$ cat src/rtl/dmem_access_ctrl.sv
// MEM-stage data-memory sequencer: issues and retries requests against a
// stallable multi-cycle memory, freezes the pipeline while an access is open.
module dmem_access_ctrl #(
    parameter int TIMEOUT     = 64,
    parameter int ALIGN_CHECK = 1
) (
    input  logic        clk,
    input  logic        rst,
    input  logic        MEM_valid,
    input  logic        MEM_MemRead,
    input  logic        MEM_MemWrt,
    input  logic [15:0] MEM_Addr,
    input  logic [15:0] MEM_WriteData,
    output logic        mem_Rd,
    output logic        mem_Wr,
    output logic [15:0] mem_Addr,
    output logic [15:0] mem_DataIn,
    input  logic        mem_Stall,
    input  logic        mem_Done,
    input  logic [15:0] mem_DataOut,
    input  logic        mem_err,
    output logic        Done_DM,
    output logic [15:0] MEM_readData,
    output logic        MMEM_err,
    output logic        stall_pipe,
    output logic [15:0] stall_cycles
);

    typedef enum logic {IDLE, BUSY} state_t;

    localparam logic [7:0] CNT_LAST = 8'(TIMEOUT - 1);

    state_t      state, state_nxt;
    logic [7:0]  cnt, cnt_nxt;
    logic        rd_q, rd_nxt;
    logic [15:0] rdata_q;
    logic        capture;
    logic        access, illegal, misal;

    assign access  = MEM_valid & (MEM_MemRead ^ MEM_MemWrt);
    assign illegal = MEM_valid & MEM_MemRead & MEM_MemWrt;
    assign misal   = access & (ALIGN_CHECK != 0) & MEM_Addr[0];

    // Address and data are held by the frozen pipeline, so no capture needed.
    assign mem_Addr   = MEM_Addr;
    assign mem_DataIn = MEM_WriteData;

    always_comb begin
        state_nxt    = state;
        cnt_nxt      = cnt;
        rd_nxt       = rd_q;
        mem_Rd       = 1'b0;
        mem_Wr       = 1'b0;
        Done_DM      = 1'b1;
        stall_pipe   = 1'b0;
        MMEM_err     = 1'b0;
        MEM_readData = rdata_q;
        capture      = 1'b0;
        case (state)
            IDLE: begin
                if (illegal || misal) begin
                    MMEM_err = 1'b1;
                end else if (access) begin
                    mem_Rd = MEM_MemRead;
                    mem_Wr = MEM_MemWrt;
                    if (mem_Stall) begin
                        stall_pipe = 1'b1;
                        Done_DM    = 1'b0;
                    end else if (mem_Done) begin
                        MMEM_err     = mem_err;
                        MEM_readData = MEM_MemRead ? mem_DataOut : 16'h0;
                        capture      = 1'b1;
                    end else begin
                        stall_pipe = 1'b1;
                        Done_DM    = 1'b0;
                        cnt_nxt    = 8'd1;
                        rd_nxt     = MEM_MemRead;
                        state_nxt  = BUSY;
                    end
                end
            end
            BUSY: begin
                if (mem_Done) begin
                    MMEM_err     = mem_err;
                    MEM_readData = rd_q ? mem_DataOut : 16'h0;
                    capture      = 1'b1;
                    state_nxt    = IDLE;
                end else if (cnt == CNT_LAST) begin
                    MMEM_err     = 1'b1;
                    MEM_readData = 16'h0;
                    state_nxt    = IDLE;
                end else begin
                    stall_pipe = 1'b1;
                    Done_DM    = 1'b0;
                    cnt_nxt    = cnt + 8'd1;
                end
            end
            default: state_nxt = IDLE;
        endcase
    end

    always_ff @(posedge clk) begin
        if (rst) begin
            state        <= IDLE;
            cnt          <= 8'd0;
            rd_q         <= 1'b0;
            rdata_q      <= 16'h0;
            stall_cycles <= 16'h0;
        end else begin
            state <= state_nxt;
            cnt   <= cnt_nxt;
            rd_q  <= rd_nxt;
            if (capture)
                rdata_q <= mem_DataOut;
            if (stall_pipe && stall_cycles != 16'hFFFF)
                stall_cycles <= stall_cycles + 16'd1;
        end
    end

endmodule

$ cat config.mk
export PLATFORM = sky130hd
export DESIGN_NAME = dmem_access_ctrl
export DESIGN_NICKNAME = d
export VERILOG_FILES = /design/src/rtl/dmem_access_ctrl.sv
export SDC_FILE = /design/constraint.sdc
export NUM_CORES = 1
export LEC_CHECK = 0
export BUFFER_PORTS_ARGS = -buffer_cell sky130_fd_sc_hd__buf_2
export CAP_MARGIN = 20
export CORE_ASPECT_RATIO = 1.5
export CORE_MARGIN = 2
export CORE_UTILIZATION = 40
export DETAILED_ROUTE_END_ITERATION = 8
export GPL_ROUTABILITY_DRIVEN = 0
export PLACE_DENSITY_LB_ADDON = 0.15
export SLEW_MARGIN = 20
export SYNTH_ARGS = -nofsm -noshare
export SYNTH_HDL_FRONTEND = slang
export SYNTH_SLANG_ARGS = --single-unit
export TNS_END_PERCENT = 100
$ cat constraint.sdc
create_clock -name clk -period 4.27 [get_ports clk]
set_input_delay 1.281 -clock clk [delete_from_list [all_inputs] [get_ports clk]]
set_output_delay 1.281 -clock clk [all_outputs]
set_load 0.005 [all_outputs]
**Yosys cells after proc, flatten, opt, wreduce, memory -nomap -nowiden**

Cells that the tools add are included.

- Register bits: 42
- Input port bits: 56
- Output and inout bits: 69
- Word-level logic and storage cells: 77

- $add $sub $neg: 2
- Equality and inequality tests: 8
- Muxes and demuxes: 49
- Bitwise gates (word level): 9
- Reduce and logical (&&, ||, !) cells: 4

Operators by type and width:

| cell | count |
|---|---|
| 16-bit 2-to-1 mux | 8 |
| 8-bit 2-to-1 mux | 6 |
| 16-bit case mux with 2 select lines | 1 |
| 1-bit 2-to-1 mux | 28 |
| 16-bit by 1-bit adder with 16-bit output, second input constant | 1 |
| 16-bit inequality test, second input constant | 1 |
| 8-bit case mux with 2 select lines | 1 |
| 2-bit inequality test, second input constant | 6 |
| 1-bit case mux with 2 select lines | 5 |
| 8-bit by 1-bit adder with 8-bit output, second input constant | 1 |
| 8-bit by 6-bit == test with 1-bit output, second input constant | 1 |
| 6-bit AND reduction | 1 |
| 5-bit AND reduction | 1 |
| 1-bit bitwise AND | 4 |
| 1-bit NOT | 4 |
| 1-bit logical AND | 1 |
| 1-bit logical OR | 1 |
| 1-bit XOR | 1 |

**Logic depth before layout (Yosys ltp)**

Gate-level depths: netlist of the first run.

- Word-level depth: 7
- Gate-level depth with buffers: 9
- Gate-level depth less buffers: 7

**Worst setup path before layout of the first run**

No wires, ideal clock.

- Path type: input to output
- Start point: in MEM_Addr[0]
- End point: out MEM_readData[10]
- Arrival time: 2.701 ns
- Required time: 2.989 ns
- Path slack: 0.288 ns
- Stages on the path: 7
- Path buffers: 2
- Cells stage by stage: or3b_1 > nor3_1 > a22oi_1 > nor2b_1 > clkbuf_2 > buf_2 > a22o_1

- Word-level cells in the longest chain between the ends: 4

RTL lines:

| what | line | RTL |
|---|---|---|
| start, declared | 12 | `input logic [15:0] MEM_Addr,` |
| 1-bit bitwise AND | 42 | `assign misal = access & (ALIGN_CHECK != 0) & MEM_Addr[0];` |
| 1-bit logical OR | 61 | `if (illegal \|\| misal) begin` |
| 16-bit 2-to-1 mux | 61 |  |
| 16-bit case mux with 2 select lines | 59 | `case (state)` |
| end, declared | 23 | `output logic [15:0] MEM_readData,` |

Every way passes these cells.

**Final worst setup path of the first run**

Same ends and word-level chain as after synthesis.

==> reports/summary.txt, run 1 <==
Status = completed
M2 GR Usage = 0.274
Final worst path period share = 0.949
M3 GR Usage = 0.0283
Postcts setup bufs = 0
Hold worst-path end = rd_q$_SDFFE_PP0P_
Critical path class = in -> out
Clk buf depth = 2
Std-Cell Core Area = 0.00583 sq mm
Worst setup EP type = output port
Initial antenna violation count = 0
Register area = 841 sq um
Total power divided by cell area = 274 mW/mm^2
Mean Syn Cell Area = 8.80 sq um
Vias/cell = 5.46
Ys async rst share = 0
H-tree level count = 2
Post-CTS resize count = 0
Vias = 2069
Min Tclk post-route = 4.05 ns
Worst-margin pin slew = 0.925 ns
Met1 Use GR = 0.195
Hold-critical path depth = 2
Crit path DAT = 2.77 ns
Post-route ant nets = 0
Area of the multi-input gates = 0.00126 sq mm
Area Growth Syn to Fin = 9.39%
Post-synthesis cell type count = 50
Clock sinks = 42
Max-cap violations = 0
Fillers = 606
Reg2Reg Launch Point = state$_SDFF_PP0_
Initial DRC count = 78
Post-Syn Area = 0.00244 sq mm
Sum Neg Setup Slack = 0 ns
Slew Limit Fails = 0
R2R Path End = stall_cycles[9]$_SDFFE_PP0P_
Final Util = 0.458
DIE WIDTH = 67.8 microns
Antenna diode count = 0
Grt ovf = 0
Syn Inst Count = 277
Power, Total = 731 uW
Synth Warn # = 0
GRT Util Overall = 0.162
DRC viols = 0
Hold Crit Start = rd_q$_SDFFE_PP0P_
Grt peak-use layer = met2
Syn Nets = 335
Fmax = 247 MHz
Port bufs = 62
Fin Clk Skew = 0.00416 ns
Number of synthesized register bits = 42
Root Buffer = clkbuf_8
Layout cell share with drive strength beyond 1 = 0.309
Dpl hpwl = 3.76 mm
Drt total wl = 5.26 mm
Number of synthesized flops with an enable pin = 0
Final hold vios = 0
Seq/Total Area, Yosys = 0.345
Starting Density = 0.418
Leak = 1.17 nW
RSZ-0062 raised after global routing = false
Clock slew at reported path FFs = 0.08 ns
Flop2flop setup slack = 1.85 ns
CTS tree = done
Peak fanout along the critical path = 16
First-pass GRT wire length = 8.60 mm
CTS Buf Count = 5
Ports = 125
Reg2Reg Depth = 7
Slew HR = 0.381
Req. time, crit path = 2.99 ns
Final setup fails = 0
Hold crit path type = reg -> reg
Die area = 0.00675 sq mm
Layout Nets = 364
Vias in the first global route = 1852
Dominant synthesized flop cell = dfxtp_1
Crit start category = input port
First drt pass iteration count = 4
WL/cell = 13.9 microns
Row count = 34
Skew-Pair Late Insertion Delay = 0.30 ns
Largest net degree at the start of global routing = 48
CTS Hold Bufs = 0
Die Height = 99.6 microns
Maximum vdd ir drop = 170 uV
power by group:
part | internal (mW) | leakage (nW) | total, mW | switching [mW]
clock | 0.118 | 0.0447 | 0.268 | 0.150
sequential | 0.396 | 0.339 | 0.399 | 0.00344
combinational | 0.0288 | 0.786 | 0.0640 | 0.0352
total | 0.542 | 1.17 | 0.731 | 0.188
cells in the final DEF (no fill, tap or decap), types with 2 or more instances in the layout:
| cell | count |
|---|---|
| and2_1 | 3 |
| o21ai_0 | 5 |
| nand2b_1 | 2 |
| a21oi_1 | 19 |
| or4_1 | 8 |
| a311oi_1 | 6 |
| or3_1 | 3 |
| nand3_1 | 9 |
| a41oi_1 | 3 |
| nor4_1 | 3 |
| nor2b_1 | 6 |
| inv_1 | 5 |
| and4_4 | 2 |
| clkbuf_8 | 5 |
| nor2_1 | 25 |
| mux2_2 | 5 |
| a211oi_1 | 2 |
| nand4_1 | 3 |
| dfxtp_1 | 42 |
| buf_2 | 62 |
| o41ai_1 | 2 |
| a31oi_1 | 2 |
| a22o_1 | 16 |
| buf_4 | 7 |
| mux2i_1 | 16 |
| ha_1 | 2 |
| nand2_1 | 15 |
| nor3b_2 | 2 |
| o31ai_1 | 5 |
worst max-delay path, cell delays in order:
cell and delay [ns]:
buf_2 0.11, or3b_1 0.38, nor3_1 0.28, a22oi_1 0.11
nor2b_1 0.13, buf_4 0.21, a22o_1 0.15, buf_2 0.11
registers in the layout (all words and copies together), names as in the netlist:
name and count:
rd_q 1, rdata_q 16, state 1, cnt 8, stall_cycles 16
kinds of logic after synthesis:
family / count (synthesis) / share of synthesized area
xor gates and xnor gates: 1 / 0.00359
AOI/OAI and AO/OA: 67 / 0.204
buffers and inverters: 52 / 0.138
and+or+nand+nor: 91 / 0.207
DFF: 42 / 0.345
muxes: 21 / 0.0888
adders and majority gates: 3 / 0.0144
area by class of cell:
| type | instances | share of cell area |
|---|---|---|
| multi-input cells | 183 | 0.473 |
| flip-flops and latches | 42 | 0.315 |
| repair buffers | 69 | 0.136 |
| well taps | 72 | 0.0338 |
| clock buffers | 5 | 0.0258 |
| clock inverters | 3 | 0.00938 |
| inverters | 5 | 0.00704 |
metal layers:
metal	part of all wire	up-vias	wire length (microns)
met5	0	-	0
met1	0.43	954	2260
met2	0.50	60	2630
met4	0.018	0	97
met3	0.052	9	273
li1	-	1046	-
synthesized netlist by cell type, types with 2 or more instances:
cell type | count | area share
o21ai_0 | 5 | 0.010
nor3b_2 | 2 | 0.010
or4_1 | 8 | 0.025
a22o_1 | 16 | 0.057
ha_1 | 2 | 0.010
mux2i_1 | 16 | 0.066
nand2_1 | 15 | 0.023
o41ai_1 | 2 | 0.0072
mux2_2 | 5 | 0.023
a211oi_1 | 2 | 0.0062
nand4_1 | 3 | 0.0077
buf_6 | 2 | 0.0092
and4_4 | 2 | 0.0092
nor2_1 | 25 | 0.038
nand3_1 | 9 | 0.018
nor4_1 | 3 | 0.0077
buf_2 | 4 | 0.0082
or3_1 | 3 | 0.0077
and2_1 | 3 | 0.0077
inv_1 | 5 | 0.0077
nand2b_1 | 2 | 0.0051
a311oi_1 | 6 | 0.022
buf_4 | 32 | 0.099
dfxtp_1 | 42 | 0.34
nor2b_1 | 6 | 0.015
a41oi_1 | 3 | 0.011
a21oi_1 | 19 | 0.039
o31ai_1 | 5 | 0.015
a31oi_1 | 2 | 0.0051
clkbuf_1 | 8 | 0.012
how the worst max path moves through the flow:
stage | from | slack [ns] | end
final | MEM_Addr[0] | 0.22 | MEM_readData[10]
after detailed placement | MEM_Addr[0] | 0.21 | MEM_readData[10]
after global placement | MEM_Addr[0] | 0.26 | MEM_readData[6]
after CTS | MEM_Addr[0] | 0.21 | MEM_readData[10]
after global routing | MEM_Addr[0] | 0.04 | MEM_readData[3]
after floorplan | MEM_Addr[0] | 0.29 | MEM_readData[10]
through the flow:
step	std cells	worst slack, ns	area [sq um]	hold slack [ns]
final	379	0.219	2670	0.467
after global routing	379	0.0438	2670	0.503
after CTS	379	0.206	2670	0.472
after detailed placement	371	0.214	2570	0.460
after global placement	371	0.261	2570	0.458
after floorplan	277	0.288	2440	0.437
Note: power is estimated with default switching activity, not from simulation.
==> run 2, diff against run 1 <==
==> constraint.sdc (replaced) <==
create_clock -name clk -period 4.9 [get_ports clk]
set_input_delay 1.47 -clock clk [delete_from_list [all_inputs] [get_ports clk]]
set_output_delay 1.47 -clock clk [all_outputs]
set_load 0.005 [all_outputs]
==> run 2 against run 1 <==
Compared with the run above:
- die area is the same
- hold slack better by 0.0034 ns
- global-route usage shrank 0.36 points
- setup slack better by 0.13 ns
- utilization down 0.36 points
- via count is 0.19% lower
- clock skew rose by 0.0020 ns
- count of clock-buffer cells in the layout increased by 1
- first-iteration DRC count increased by 7.7%
- sequential cell count did not move
- clock power is 1% higher
- largest power group unchanged
- sequential share of layout area rose by 0.25 points
==> reports/summary.txt, run 2 (same netlist as run 1, synthesis figures left out) <==
Clock power frac = 0.404
Worst-margin pin slew = 1.04 ns
Drt total wl = 5.24 mm
Vias = 2065
Slew Limit Fails = 0
DRC viols = 0
Vias/cell = 5.52
CTS Hold Bufs = 0
CTS tree = done
Initial antenna violation count = 0
Post-route ant nets = 0
First-pass GRT wire length = 8.41 mm
Area Growth Syn to Fin = 8.52%
Flop pwr share = 0.516
Ports = 125
Status = completed
Flop2flop setup slack = 2.36 ns
Die Height = 99.6 microns
H-tree level count = 2
Share of total power in combinational logic = 0.080
Critical path class = in -> out
First drt pass iteration count = 4
Crit path max-delay cell type = or3b_1
Commonest non-fill, non-tap cell in the layout = buf_2
Reg2Reg Launch Point = state$_SDFF_PP0_
R2R Path End = stall_cycles[9]$_SDFFE_PP0P_
Total power divided by cell area = 255 mW/mm^2
Area after DPL = 0.00254 sq mm
Vias in the first global route = 1888
CTS Buf Count = 5
Dpl hpwl = 3.69 mm
Crit path DAT = 3.08 ns
GRT Util Overall = 0.159
Row count = 34
Clock sinks = 42
Peak fanout along the critical path = 16
Most frequent CP cell = buf_2
Starting Density = 0.418
Max-cap violations = 0
Clk buf depth = 2
Postcts setup bufs = 0
Antenna diode count = 0
Leak = 1.15 nW
Final setup fails = 0
WL/cell = 14.0 microns
Maximum vdd ir drop = 139 uV
Switch share = 0.228
Sum Neg Setup Slack = 0 ns
Skew-Pair Late Insertion Delay = 0.30 ns
Sw power = 154 uW
Layout cell share with drive strength beyond 1 = 0.295
Hold Crit Start = rd_q$_SDFFE_PP0P_
Final worst path period share = 0.928
Post-CTS resize count = 0
Layout Nets = 359
Largest net degree at the start of global routing = 48
Final hold vios = 0
Register area = 841 sq um
Slew HR = 0.309
Fillers = 593
Initial DRC count = 84
Grt ovf = 0
Hold-critical path depth = 2
Largest registers = rdata_q (16), stall_cycles (16), cnt (8)
Clock slew at reported path FFs = 0.08 ns
Delay of the slowest critical-path stage = 0.38 ns
Crit start category = input port
DIE WIDTH = 67.8 microns
Commonest non-fill, non-tap cells in the layout = 62 x buf_2, 42 x dfxtp_1, 25 x nor2_1, 19 x a21oi_1
Req. time, crit path = 3.43 ns
Reg2Reg Depth = 5
Root Buffer = clkbuf_8
Port bufs = 62
Hold crit path type = reg -> reg
Hold worst-path end = rd_q$_SDFFE_PP0P_
Fin Clk Skew = 0.00618 ns
Std-Cell Core Area = 0.00583 sq mm
Power, Total = 674 uW
Worst setup EP type = output port
Min Tclk post-route = 4.55 ns
P_int = 520 uW
Die area = 0.00675 sq mm
RSZ-0062 raised after global routing = false
Fmax = 220 MHz
Cell area after layout = 0.00265 sq mm
Area of the multi-input gates = 0.00126 sq mm
Cells along the critical path = buf_2 > or3b_1 > nor3_1 > a22oi_1 > nor2b_1 > buf_4 > a22o_1 > buf_2
## run 2: cell count changes in the layout (fill, tap and decap cells not counted)
| cell | before | now |
|---|---|---|
| inv_6 | 1 | 0 |
| clkinv_4 | 1 | 0 |
| clkbuf_1 | 0 | 1 |
| bufinv_16 | 0 | 1 |
| buf_4 | 7 | 2 |
## run 2: layout make-up
type	instances	area share
flip-flops and latches	42	0.318
well taps	72	0.0340
clock buffers	6	0.0274
clock inverters	2	0.0142
inverters	5	0.00709
repair buffers	64	0.123
multi-input cells	183	0.477
## run 2: power groups by stage
stage	Clock [mW]	Sequential (mW)	Combinational, mW
floorplan	0	0.355	0.0529
global placement	0	0.356	0.0545
detailed placement	0	0.356	0.0547
CTS	0.282	0.348	0.0550
global route	0.298	0.348	0.0609
finish	0.272	0.348	0.0540
## run 2: per-stage QoR
| stage | util | setup slack, ns | cells | hold WS (ns) |
|---|---|---|---|---|
| after global routing | 0.454 | 0.161 | 374 | 0.494 |
| after floorplan | - | 0.540 | 277 | 0.437 |
| after global placement | 0.435 | 0.386 | 366 | 0.463 |
| after CTS | 0.454 | 0.338 | 374 | 0.476 |
| final | 0.454 | 0.353 | 374 | 0.471 |
| after detailed placement | 0.435 | 0.339 | 366 | 0.465 |
## run 2: worst max path at each step
stage | start | end | slack, ns | depth (start not counted)
global route | MEM_Addr[0] | MEM_readData[2] | 0.16 | 8
detailed placement | MEM_Addr[0] | MEM_readData[1] | 0.34 | 8
CTS | MEM_Addr[0] | MEM_readData[1] | 0.34 | 8
finish | MEM_Addr[0] | MEM_readData[1] | 0.35 | 8
global placement | MEM_Addr[0] | MEM_readData[6] | 0.39 | 8
floorplan | MEM_Addr[0] | MEM_readData[10] | 0.54 | 7
## run 2: critical path, delay by kind of cell
| family | cells | cell delay, ns |
|---|---|---|
| buf+inv | 3 | 0.43 |
| simple gates | 3 | 0.89 |
| compound gates | 2 | 0.28 |
## run 2: metal layers
metal	global-route usage	vias up	share of wire
met5	0	-	0
met4	0.0644	0	0.017
met3	0.0283	7	0.053
met2	0.284	59	0.52
met1	0.178	968	0.41
li1	-	1031	-
==> run 3, diff against run 2 <==
--- a/config.mk
+++ b/config.mk
@@ -10,6 +10,7 @@
 export CORE_ASPECT_RATIO = 1.5
 export CORE_MARGIN = 2
 export CORE_UTILIZATION = 40
+export CTS_BUF_LIST = sky130_fd_sc_hd__clkbuf_2 sky130_fd_sc_hd__clkbuf_4 sky130_fd_sc_hd__clkbuf_8
 export DETAILED_ROUTE_END_ITERATION = 8
 export GPL_ROUTABILITY_DRIVEN = 0
 export PLACE_DENSITY_LB_ADDON = 0.15
==> run 3 against run 2 <==
Compared with the run above:
- via count unchanged
- utilization up 0.064 points
- clock skew about the same
- highest routed layer unchanged
==> reports/summary.txt, run 3 (same netlist as run 1, synthesis figures left out) <==
Status = completed
Fin Clk Skew = 0.00624 ns
Hold-critical path depth = 2
Die Height = 99.6 microns
Root Buffer = clkbuf_8
Final hold vios = 0
Worst-margin pin slew = 1.04 ns
P_int = 526 uW
GRT Util Overall = 0.159
Std-Cell Core Area = 0.00583 sq mm
First-pass GRT wire length = 8.41 mm
CTS Buf Count = 5
Max-cap violations = 0
Sw power = 154 uW
Starting Density = 0.418
RSZ-0062 raised after global routing = false
DRC viols = 0
Clock sinks = 42
First drt pass iteration count = 4
Clock slew at reported path FFs = 0.08 ns
Die area = 0.00675 sq mm
Slew HR = 0.309
Flop pwr share = 0.511
Req. time, crit path = 3.43 ns
Cell area after layout = 0.00265 sq mm
Area after DPL = 0.00254 sq mm
Total power divided by cell area = 256 mW/mm^2
Power, Total = 680 uW
CTS Hold Bufs = 0
H-tree level count = 2
Min Tclk post-route = 4.55 ns
DIE WIDTH = 67.8 microns
Commonest non-fill, non-tap cell in the layout = buf_2
Clock power frac = 0.409
Largest net degree at the start of global routing = 48
Clk buf depth = 2
Crit path DAT = 3.08 ns
WL/cell = 14.0 microns
Row count = 34
Worst setup EP type = output port
Area Growth Syn to Fin = 8.67%
Layout Nets = 359
Final worst setup slack = 0.353 ns
Vias = 2065
Final setup fails = 0
Skew-Pair Late Insertion Delay = 0.30 ns
Antenna diode count = 0
Dpl hpwl = 3.69 mm
Final Util = 0.455
Drt total wl = 5.24 mm
Critical path class = in -> out
Post-CTS resize count = 0
Commonest non-fill, non-tap cells in the layout = 62 x buf_2, 42 x dfxtp_1, 25 x nor2_1, 19 x a21oi_1
Finished Layout Cells = 374
Final worst path period share = 0.928
CTS tree = done
Share of total power in combinational logic = 0.079
Leak = 1.15 nW
Vias/cell = 5.52
Layout cell share with drive strength beyond 1 = 0.298
Pre-CTS WS = 0.339 ns
Maximum vdd ir drop = 139 uV
Port bufs = 62
Slew Limit Fails = 0
Vias in the first global route = 1888
Sum Neg Setup Slack = 0 ns
Initial antenna violation count = 0
Hold crit path type = reg -> reg
Grt ovf = 0
Reg2Reg Depth = 5
Fmax = 220 MHz
Postcts setup bufs = 0
Initial DRC count = 84
Post-route ant nets = 0
WHS = 0.471 ns
Ports = 125
Placed cells = 366
Peak fanout along the critical path = 16
Crit start category = input port
Switch share = 0.226
Largest registers = rdata_q (16), stall_cycles (16), cnt (8)
## run 3: path summary, 6_finish.rpt
check,from,endpoint,slack [ns]
max,MEM_Addr[0],MEM_readData[1],0.35
min reg2reg,rd_q$_SDFFE_PP0P_,rd_q$_SDFFE_PP0P_,0.47
min,rd_q$_SDFFE_PP0P_,rd_q$_SDFFE_PP0P_,0.47
max reg2reg,state$_SDFF_PP0_,stall_cycles[9]$_SDFFE_PP0P_,2.36
## run 3: layout make-up
class / instances / area (sq um)
Clock inverter: 2 / 37.5
Tap cell: 72 / 90.1
Inverter: 5 / 18.8
Multi-Input combinational cell: 183 / 1260
Timing Repair Buffer: 64 / 325
Clock buffer: 6 / 76.3
Sequential cell: 42 / 841
Fill cell: 591 / 3180
## run 3: layer usage
metal  wire, microns  up-vias  global-route usage
met3             280        7              0.0283
met2            2720       59               0.284
met1            2150      968               0.178
li1                -     1031                   -
met4              89        0              0.0644
met5               0        -                   0
## run 3: critical path, stage by stage
cell,delay [ns]
buf_2,0.11
or3b_1,0.38
nor3_1,0.38
a22oi_1,0.12
nor2b_1,0.13
buf_4,0.21
a22o_1,0.16
buf_2,0.11
## run 3: power by group through the flow
stage | Sequential [mW] | Combinational [mW] | Clock, mW
3_3_place_gp | 0.356 | 0.0545 | 0
4_1_cts | 0.348 | 0.0550 | 0.288
2_1_floorplan | 0.355 | 0.0529 | 0
6_report | 0.348 | 0.0540 | 0.278
3_5_place_dp | 0.356 | 0.0547 | 0
5_1_grt | 0.348 | 0.0609 | 0.304
